--- src/rtl/addsub_sequencer.sv ---
// Issues LOAD/ADD/SUB/ADDAB commands to an external 2-stage adder/subtractor and buffers its results in order.
// Latency: command accepted at edge t -> result captured at edge t+3, visible at res_valid after that edge.
// Backpressure: credit based, cmd_ready only while buffered + in-flight results leave room in the buffer.

module addsub_fifo #(
    parameter int W     = 17,
    parameter int DEPTH = 4
) (
    input  logic                     clk_i,
    input  logic                     rst_n_i,
    input  logic                     push_i,
    input  logic [W-1:0]             push_dat_i,
    input  logic                     pop_i,
    output logic                     head_vld_o,
    output logic [W-1:0]             head_dat_o,
    output logic [$clog2(DEPTH):0]   count_o
);
    localparam int AW = $clog2(DEPTH);
    localparam int CW = AW + 1;

    logic [W-1:0]  mem_q [DEPTH];
    logic [AW-1:0] wr_ptr_q, wr_ptr_d, rd_ptr_q, rd_ptr_d;
    logic [CW-1:0] count_q, count_d;
    logic          do_push, do_pop;

    assign do_push = push_i && (count_q != CW'(DEPTH));
    assign do_pop  = pop_i && (count_q != '0);

    // Pointers are exactly AW bits wide, so increment wraps modulo DEPTH.
    always_comb begin
        wr_ptr_d = wr_ptr_q;
        rd_ptr_d = rd_ptr_q;
        count_d  = count_q;
        if (do_push) wr_ptr_d = wr_ptr_q + 1'b1;
        if (do_pop)  rd_ptr_d = rd_ptr_q + 1'b1;
        if (do_push && !do_pop)      count_d = count_q + 1'b1;
        else if (!do_push && do_pop) count_d = count_q - 1'b1;
    end

    always_ff @(posedge clk_i or negedge rst_n_i) begin
        if (!rst_n_i) begin
            wr_ptr_q <= '0;
            rd_ptr_q <= '0;
            count_q  <= '0;
        end else begin
            wr_ptr_q <= wr_ptr_d;
            rd_ptr_q <= rd_ptr_d;
            count_q  <= count_d;
        end
    end

    always_ff @(posedge clk_i) begin
        if (do_push) mem_q[wr_ptr_q] <= push_dat_i;
    end

    assign head_vld_o = (count_q != '0);
    assign head_dat_o = head_vld_o ? mem_q[rd_ptr_q] : '0;
    assign count_o    = count_q;
endmodule

module addsub_sequencer #(
    parameter int n     = 16,
    parameter int DEPTH = 4
) (
    input  logic         Clock,
    input  logic         Resetn,
    input  logic         cmd_valid,
    output logic         cmd_ready,
    input  logic [1:0]   cmd_op,
    input  logic [n-1:0] cmd_a,
    input  logic [n-1:0] cmd_b,
    output logic [n-1:0] A,
    output logic [n-1:0] B,
    output logic         Sel,
    output logic         AddSub,
    input  logic [n-1:0] Z,
    input  logic         Overflow,
    output logic         res_valid,
    input  logic         res_ready,
    output logic [n-1:0] res_data,
    output logic         res_ovf,
    output logic         ovf_sticky,
    input  logic         clr_sticky
);
    localparam int CW = $clog2(DEPTH) + 1;

    typedef enum logic [1:0] {
        OP_LOAD  = 2'b00,
        OP_ADD   = 2'b01,
        OP_SUB   = 2'b10,
        OP_ADDAB = 2'b11
    } op_e;

    logic [n-1:0]  a_q, a_d, b_q, b_d;
    logic          sel_q, sel_d, sub_q, sub_d;
    logic [2:0]    stage_q, stage_d;
    logic          rdy_en_q;
    logic          sticky_q, sticky_d;
    logic          accept;
    logic [1:0]    inflight;
    logic [CW-1:0] occupancy;
    logic [CW:0]   committed;
    logic [n:0]    head_dat;

    assign accept = cmd_valid && cmd_ready;

    // Idle drives Z + 0 with Sel=1 so the adder's result register holds.
    always_comb begin
        a_d   = '0;
        b_d   = '0;
        sel_d = 1'b1;
        sub_d = 1'b0;
        if (accept) begin
            case (op_e'(cmd_op))
                OP_LOAD:  begin sel_d = 1'b0; a_d = cmd_a; end
                OP_ADD:   begin b_d = cmd_b; end
                OP_SUB:   begin sub_d = 1'b1; b_d = cmd_b; end
                OP_ADDAB: begin sel_d = 1'b0; a_d = cmd_a; b_d = cmd_b; end
            endcase
        end
    end

    always_comb begin
        stage_d  = {stage_q[1:0], accept};
        sticky_d = sticky_q;
        // A set on the same edge as a clear wins.
        if (stage_q[2] && Overflow) sticky_d = 1'b1;
        else if (clr_sticky)        sticky_d = 1'b0;
    end

    always_ff @(posedge Clock or negedge Resetn) begin
        if (!Resetn) begin
            a_q      <= '0;
            b_q      <= '0;
            sel_q    <= 1'b1;
            sub_q    <= 1'b0;
            stage_q  <= '0;
            rdy_en_q <= 1'b0;
            sticky_q <= 1'b0;
        end else begin
            a_q      <= a_d;
            b_q      <= b_d;
            sel_q    <= sel_d;
            sub_q    <= sub_d;
            stage_q  <= stage_d;
            rdy_en_q <= 1'b1;
            sticky_q <= sticky_d;
        end
    end

    addsub_fifo #(.W(n + 1), .DEPTH(DEPTH)) u_res_fifo (
        .clk_i      (Clock),
        .rst_n_i    (Resetn),
        .push_i     (stage_q[2]),
        .push_dat_i ({Overflow, Z}),
        .pop_i      (res_ready),
        .head_vld_o (res_valid),
        .head_dat_o (head_dat),
        .count_o    (occupancy)
    );

    // Every in-flight op owns a buffer slot, so capture never meets a full buffer.
    assign inflight  = {1'b0, stage_q[0]} + {1'b0, stage_q[1]} + {1'b0, stage_q[2]};
    assign committed = {1'b0, occupancy} + (CW + 1)'(inflight);
    assign cmd_ready = rdy_en_q && (committed < (CW + 1)'(DEPTH));

    assign A          = a_q;
    assign B          = b_q;
    assign Sel        = sel_q;
    assign AddSub     = sub_q;
    assign res_data   = head_dat[n-1:0];
    assign res_ovf    = head_dat[n];
    assign ovf_sticky = sticky_q;
endmodule
--- config.mk ---
export PLATFORM = sky130hd
export DESIGN_NAME = addsub_sequencer
export DESIGN_NICKNAME = d
export VERILOG_FILES = /design/src/rtl/addsub_sequencer.sv
export SDC_FILE = /design/constraint.sdc
export NUM_CORES = 1
export LEC_CHECK = 0
export CAP_MARGIN = 20
export CORE_MARGIN = 3
export CORE_UTILIZATION = 25
export DETAILED_ROUTE_END_ITERATION = 10
export PLACE_DENSITY_LB_ADDON = 0.2
export SETUP_SLACK_MARGIN = 0.3
export SLEW_MARGIN = 20
export SYNTH_ARGS = -nofsm -noshare
export SYNTH_HDL_FRONTEND = slang
export SYNTH_SLANG_ARGS = --single-unit
--- constraint.sdc ---
create_clock -name Clock -period 6.3 [get_ports Clock]
set_input_delay 1.26 -clock Clock [delete_from_list [all_inputs] [get_ports Clock]]
set_output_delay 1.26 -clock Clock [all_outputs]
set_load 0.005 [all_outputs]
==> qor.yml, run 1 <==
power:
  peakVddDrop_mv: 0.189
  power-per-cell-area_nw_per_um2: 404
  p_leak_nw: 2.39
sta:
  hold_viol: 0
  min_period_over_period_pct: 60.8
  finalMaxSlewViolations: 0
  setup_violations: 0
  clock_skew_ns: 0.00521
  fin_crit_ns: 3.83
  setup_tns_ns: 0
  relSlewSlack_pct: 32.9
  rsz0062_at_grt: "false"
  worst_slew_pin_slew_ns: 1.01
  max_freq_mhz: 261
die:
  die-area_um2: 19000
  rows: 47
  die_width_um: 138
  die_y_um: 138
  core_area_um2: 16800
  io_pins: 110
  start_util_pct: 25.9
critical_path:
  arrival_ns: 2.57
  rr_worst_depth: 8
  end_kind: "primary output"
  crit_required_ns: 5.04
  critPathLaunch: "u_res_fifo.count_o[0]"
  critPathLaunchType: "register"
  critPathMaxFanout: 5
  r2r_start: "u_res_fifo.count_o[2]"
  crit_type: "reg2out"
routing:
  viasPerCell: 4.04
  first_pass_iters: 4
  via_count: 2387
  post-route-drc-count: 0
  routedWlPerCell_um: 15.6
  totalWireLength_um: 9250
  drt_iter0_drc: 108
  ant_nets: 0
global_routing:
  antenna_found_initial: 0
  grtUsageMet1_pct: 11.7
  gr-usage-all-layers_pct: 10.6
  grt_max_degree: 47
  grt_use_met3_pct: 6.46
  grt_pass1_wl_um: 14400
  grt-ovfl-total: 0
  top_usage_layer: "met2"
  grtUsageMet2_pct: 16.1
  grt_pass1_vias: 2681
cts:
  cts.sinks: 114
  htree_num_levels: 4
  path_clk_slew_ns: 0.05
  postCtsHoldBufs: 0
  ctsResizeCount: 0
  cts_tree: "done"
  cts_buffer_depth: 2
  cts_setup_buffers: 0
  root_buffer: "clkbuf_16"
  clock_latency_ns: 0.41
  cts-buffers-inserted: 17
min_path:
  holdCritStartpoint: "stage_q[1]"
  hold_path.class: "reg2reg"
  hold_depth: 0
layout:
  stdcell_count: 591
  drive_gt1_share_pct: 13.7
  n_antenna_cell: 0
  syn_to_final_growth_pct: 44.4
  finalNetCount: 425
  fillCellCount: 1575
  design_area_um2: 6260
synth:
  ys_top_cells_by_area: "edfxtp_1 (47%), dfrtp_1 (26%), mux4_2 (8.8%), and2_1 (7.8%), ha_1 (2.3%)"
  synth_area_um2: 4340
  syn_inst: 237
  syn_area_per_cell_um2: 18.3
  ys_top_cells_by_count: "edfxtp_1 (68), and2_1 (54), dfrtp_1 (45)"
  synth_most_common_cell: "edfxtp_1"
  ys_ff_latch: 114
  yosys.area.top_type: "edfxtp_1"
  yosysUniqueCellTypes: 26
  ys_seq_area_share_pct: 73.6
  async_flop_share_pct: 40.4
  synth_edf_count: 68
  synth_warnings: 0
  syn-num-nets: 303
  synthFlopType: "edfxtp_1"
  netlist.area_leader.share_pct: 47.1
placed_design:
  dp_hpwl_um: 5930
  port_buffers: 109
  numPlacedInstances: 560
  gp_congestion: 0.687
  placed_area_um2: 5670
run:
  max_cap_viol_count: 0
status:
  outcome: "complete, no violations"
cell usage in the layout, fill, tap and decap left out, drive strengths merged, types with 3 or more instances in the layout:
cell type      instances
and2                  54
buf                    3
bufinv                 4
clkbuf                18
clkdlybuf4s50        108
clkinv                 7
dfrtp                 45
edfxtp                68
ha                     8
inv                   11
mux4                  17
nor2                   3
xnor2                  4
per-layer routing:
metal,vias to the layer above,wire length (µm),part of all wire [%]
met1,1170,3670,40
met4,0,167,1.8
met5,-,0,0
li1,1086,-,-
met3,16,1180,13
met2,115,4230,46
layout make-up:
| cell class | instances | area (µm²) | area share (%) |
|---|---|---|---|
| Inverter | 11 | 41.3 | 0.659 |
| Sequential cell | 114 | 3190 | 51.0 |
| Tap cell | 220 | 275 | 4.39 |
| Clock inverter | 13 | 168 | 2.68 |
| Clock buffer | 18 | 429 | 6.85 |
| Timing Repair Buffer | 111 | 1100 | 17.6 |
| Multi-Input combinational cell | 104 | 1060 | 16.9 |
report_power, final:
part / total, W / internal, W / switching, W
Combinational: 0.000611 / 0.000390 / 0.000221
Sequential: 0.000947 / 0.000876 / 0.0000706
Clock: 0.000974 / 0.000651 / 0.000324
Total: 0.00253 / 0.00192 / 0.000615
logic make-up (layout without fill, tap and decap cells):
kind of cell	Yosys count	count (layout)	synth area share, %
xor gates and xnor gates	6	6	1.21
other	1	1	0.0864
AOI/OAI and AO/OA	2	2	0.288
muxes	19	19	9.34
buffers and inverters	19	153	2.05
DFF	114	114	73.6
and+or+nand+nor	66	66	10.2
adders and majority gates	10	10	3.23
final timing paths:
| check | to | slack [ns] |
|---|---|---|
| min in group asynchronous | A[3] | 0.95 |
| min | stage_q[2] | 0.37 |
| min reg2reg | stage_q[2] | 0.37 |
| max reg2reg | u_res_fifo.count_o[2] | 3.78 |
| max in group asynchronous | A[11] | 4.94 |
| max | cmd_ready | 2.47 |
stage by stage:
step                power, W  utilization [%]  hold slack [ns]  setup slack, ns
floorplan            0.00127                -            0.354             3.54
global placement     0.00159             33.8            0.361             2.94
detailed placement   0.00159             33.8            0.363             2.88
CTS                  0.00259             37.4            0.373             2.41
global route         0.00268             37.4            0.389             2.27
finish               0.00253             37.4            0.372             2.47
state kept, by name, indices dropped and copies added, names as in the netlist, 2 cells and up:
| name | count |
|---|---|
| u_res_fifo.count_o | 3 |
| A | 16 |
| u_res_fifo.rd_ptr_q | 2 |
| B | 16 |
| u_res_fifo.mem_q | 68 |
| u_res_fifo.wr_ptr_q | 2 |
| stage_q | 3 |
critical path, cell delays in order, from the launching register on:
cell and delay (ns):
dfrtp_1 0.43, inv_1 0.08, fa_1 0.36, inv_1 0.07
ha_1 0.21, and3b_1 0.25, nor2_1 0.22, clkdlybuf4s50_1 0.55
(Power assumes the default switching activity.)
==> inputs of run 2 (changes only) <==
==> constraint.sdc (replaced) <==
create_clock -name Clock -period 3.63 [get_ports Clock]
set_input_delay 0.726 -clock Clock [delete_from_list [all_inputs] [get_ports Clock]]
set_output_delay 0.726 -clock Clock [all_outputs]
set_load 0.005 [all_outputs]
==> qor.yml, run 2 (synthesis gave the netlist of run 1 again) <==
critical_path:
  critPathMaxStageDelay_ns: 0.53  # -0.02 ns
  end_kind: "primary output"
  reg2reg_slack_ns: 1.10  # -2.68 ns
  rr_worst_depth: 8  # unchanged
  arrival_ns: 2.46  # -0.11 ns
  cpMaxStageDelayCell: "clkdlybuf4s50_1"
  critPathMaxFanout: 5  # unchanged
  crit_type: "reg2out"
  path_common_cell: "inv_1"
  worstReg2RegEnd: "u_res_fifo.count_o[2]"
  crit_required_ns: 2.90  # -2.14 ns
  critPathLaunchType: "register"
  cp_top_family: "buffers and inverters"
  crit_buf_inv: 3  # unchanged
  r2r_start: "u_res_fifo.count_o[2]"
  cp_cell_sequence: "inv_1 > fa_1 > inv_1 > ha_1 > and3b_1 > nor2_2 > clkdlybuf4s50_1"
power:
  p_leak_nw: 2.39  # +0.16%
  peakVddDrop_mv: 0.324  # +71%
  power-per-cell-area_nw_per_um2: 694  # +72%
  clockPowerShare_pct: 37.1  # -1.4 points
  netSwitchingFraction_pct: 24.4  # +0.15 points
  intPower_w: 0.00329  # +72%
  p_sw_w: 0.00107  # +73%
  combPwrFrac_pct: 25.5  # +1.4 points
  pwr-share-seq_pct: 37.4  # about the same
cts:
  htree_num_levels: 4  # unchanged
  cts_buffer_depth: 2  # unchanged
  cts_tree: "done"
  path_clk_slew_ns: 0.05  # about the same
  root_buffer: "clkbuf_16"
  ctsResizeCount: 0  # unchanged
  postCtsHoldBufs: 0  # unchanged
  cts.sinks: 114  # unchanged
  cts-buffers-inserted: 17  # unchanged
  cts_setup_buffers: 0  # unchanged
  clock_latency_ns: 0.40  # about the same
routing:
  post-route-drc-count: 0  # unchanged
  ant_nets: 0  # unchanged
  drt_iter0_drc: 77  # -29%
  viasPerCell: 4.02  # -0.46%
  via_count: 2384  # -0.13%
  totalWireLength_um: 9110  # -1.5%
  first_pass_iters: 4  # unchanged
  routedWlPerCell_um: 15.4  # -1.8%
sta:
  max_freq_mhz: 314
  hold_viol: 0  # unchanged
  min_period_over_period_pct: 87.8
  setup_tns_ns: 0  # unchanged
  setup_violations: 0  # unchanged
  fin_crit_ns: 3.19
  relSlewSlack_pct: 34.8  # +1.9 points
  worst_slew_pin_slew_ns: 0.978  # -0.0289 ns
  clock_skew_ns: 0.00493  # -0.000281 ns
  rsz0062_at_grt: "false"
  finalMaxSlewViolations: 0  # unchanged
layout:
  regMostFlops: "u_res_fifo.mem_q"
  largest_reg_flops: 68  # unchanged
  n_antenna_cell: 0  # unchanged
  finalNetCount: 427  # +0.47%
  final_common_cell: "clkdlybuf4s50_1"
  design_area_um2: 6280  # +0.20%
  drive_gt1_share_pct: 14.7  # +1.0 points
  most-common-layout-cells: "clkdlybuf4s50_1 (108), edfxtp_1 (68), and2_1 (54)"
  syn_to_final_growth_pct: 44.7
  fillCellCount: 1592  # +1.1%
placed_design:
  gp_congestion: 0.684  # -0.38%
  port_buffers: 109  # unchanged
  placed_area_um2: 5700  # +0.49%
  dp_hpwl_um: 6050  # +2.1%
global_routing:
  grt_max_degree: 47  # unchanged
  antenna_found_initial: 0  # unchanged
  gr-usage-all-layers_pct: 10.5  # -0.081 points
  grt-ovfl-total: 0  # unchanged
  grt_pass1_vias: 2672  # -0.34%
  grt_pass1_wl_um: 14400  # +0.19%
die:
  die_width_um: 138  # unchanged
  rows: 47  # unchanged
  start_util_pct: 25.9  # unchanged
  core_area_um2: 16800  # unchanged
  die-area_um2: 19000  # unchanged
  io_pins: 110  # unchanged
  die_y_um: 138  # unchanged
run:
  max_cap_viol_count: 0  # unchanged
min_path:
  hold_path.class: "in2async"
status:
  outcome: "complete, no violations"
==> run 2: cell types whose count changed in the layout (fill, tap and decap cells not counted), sizes merged <==
cell | previous run | this run
clkbuf | 18 | 20
clkinv | 7 | 6
bufinv | 4 | 3
buf | 3 | 5
==> run 2: worst max-delay path by stage <==
| stage | startpoint | end | slack [ns] | depth (start not counted) |
|---|---|---|---|---|
| final | u_res_fifo.count_o[0] | cmd_ready | 0.44 | 7 |
| after global placement | u_res_fifo.count_o[0] | cmd_ready | 0.81 | 7 |
| after CTS | u_res_fifo.count_o[0] | cmd_ready | 0.32 | 7 |
| after detailed placement | u_res_fifo.count_o[0] | cmd_ready | 0.78 | 7 |
| after floorplan | u_res_fifo.count_o[0] | cmd_ready | 1.41 | 6 |
| after global routing | u_res_fifo.count_o[0] | cmd_ready | 0.30 | 7 |
==> run 2: per-layer routing <==
metal	vias to the layer above	GRT usage (%)	wire (µm)
li1	1091	-	-
met1	1172	11.7	3610
met2	108	16.1	4280
met3	13	6.68	1090
met4	0	4.12	131
met5	-	0	0
==> run 2: stage by stage <==
step                hold slack (ns)  utilization (%)  setup slack, ns  std cells  power, W
finish                        0.336             37.5            0.442        593   0.00436
global route                  0.364             37.5            0.299        593   0.00461
CTS                           0.375             37.4            0.318        593   0.00444
detailed placement            0.367             34.0            0.783        562   0.00280
global placement              0.357             34.0            0.814        562   0.00279
floorplan                     0.354                -             1.41        237   0.00221
==> run 2: power groups by stage <==
stage / combinational [W] / clock (W) / sequential (W)
3_5_place_dp: 0.00114 / 0 / 0.00166
3_3_place_gp: 0.00114 / 0 / 0.00166
6_report: 0.00111 / 0.00162 / 0.00163
4_1_cts: 0.00114 / 0.00166 / 0.00164
2_1_floorplan: 0.000615 / 0 / 0.00160
5_1_grt: 0.00123 / 0.00172 / 0.00166
==> run 2: worst reg2reg max path, stage by stage (launching register included) <==
cell and delay, ns:
dfrtp_1 0.42, or3_1 0.71, nand2_1 0.26, ha_1 0.21, inv_1 0.06, fa_1 0.38
xor2_1 0.15, nor2_1 0.12, xor2_1 0.15
==> run 2: cell type report <==
class                           count  area (µm²)  share of cell area (%)
Tap cell                          220         275                    4.39
Inverter                           11        41.3                   0.658
Timing Repair Buffer              113        1130                    18.0
Multi-Input combinational cell    104        1060                    16.9
Clock buffer                       20         437                    6.96
Clock inverter                     11         139                    2.21
Sequential cell                   114        3200                    50.9
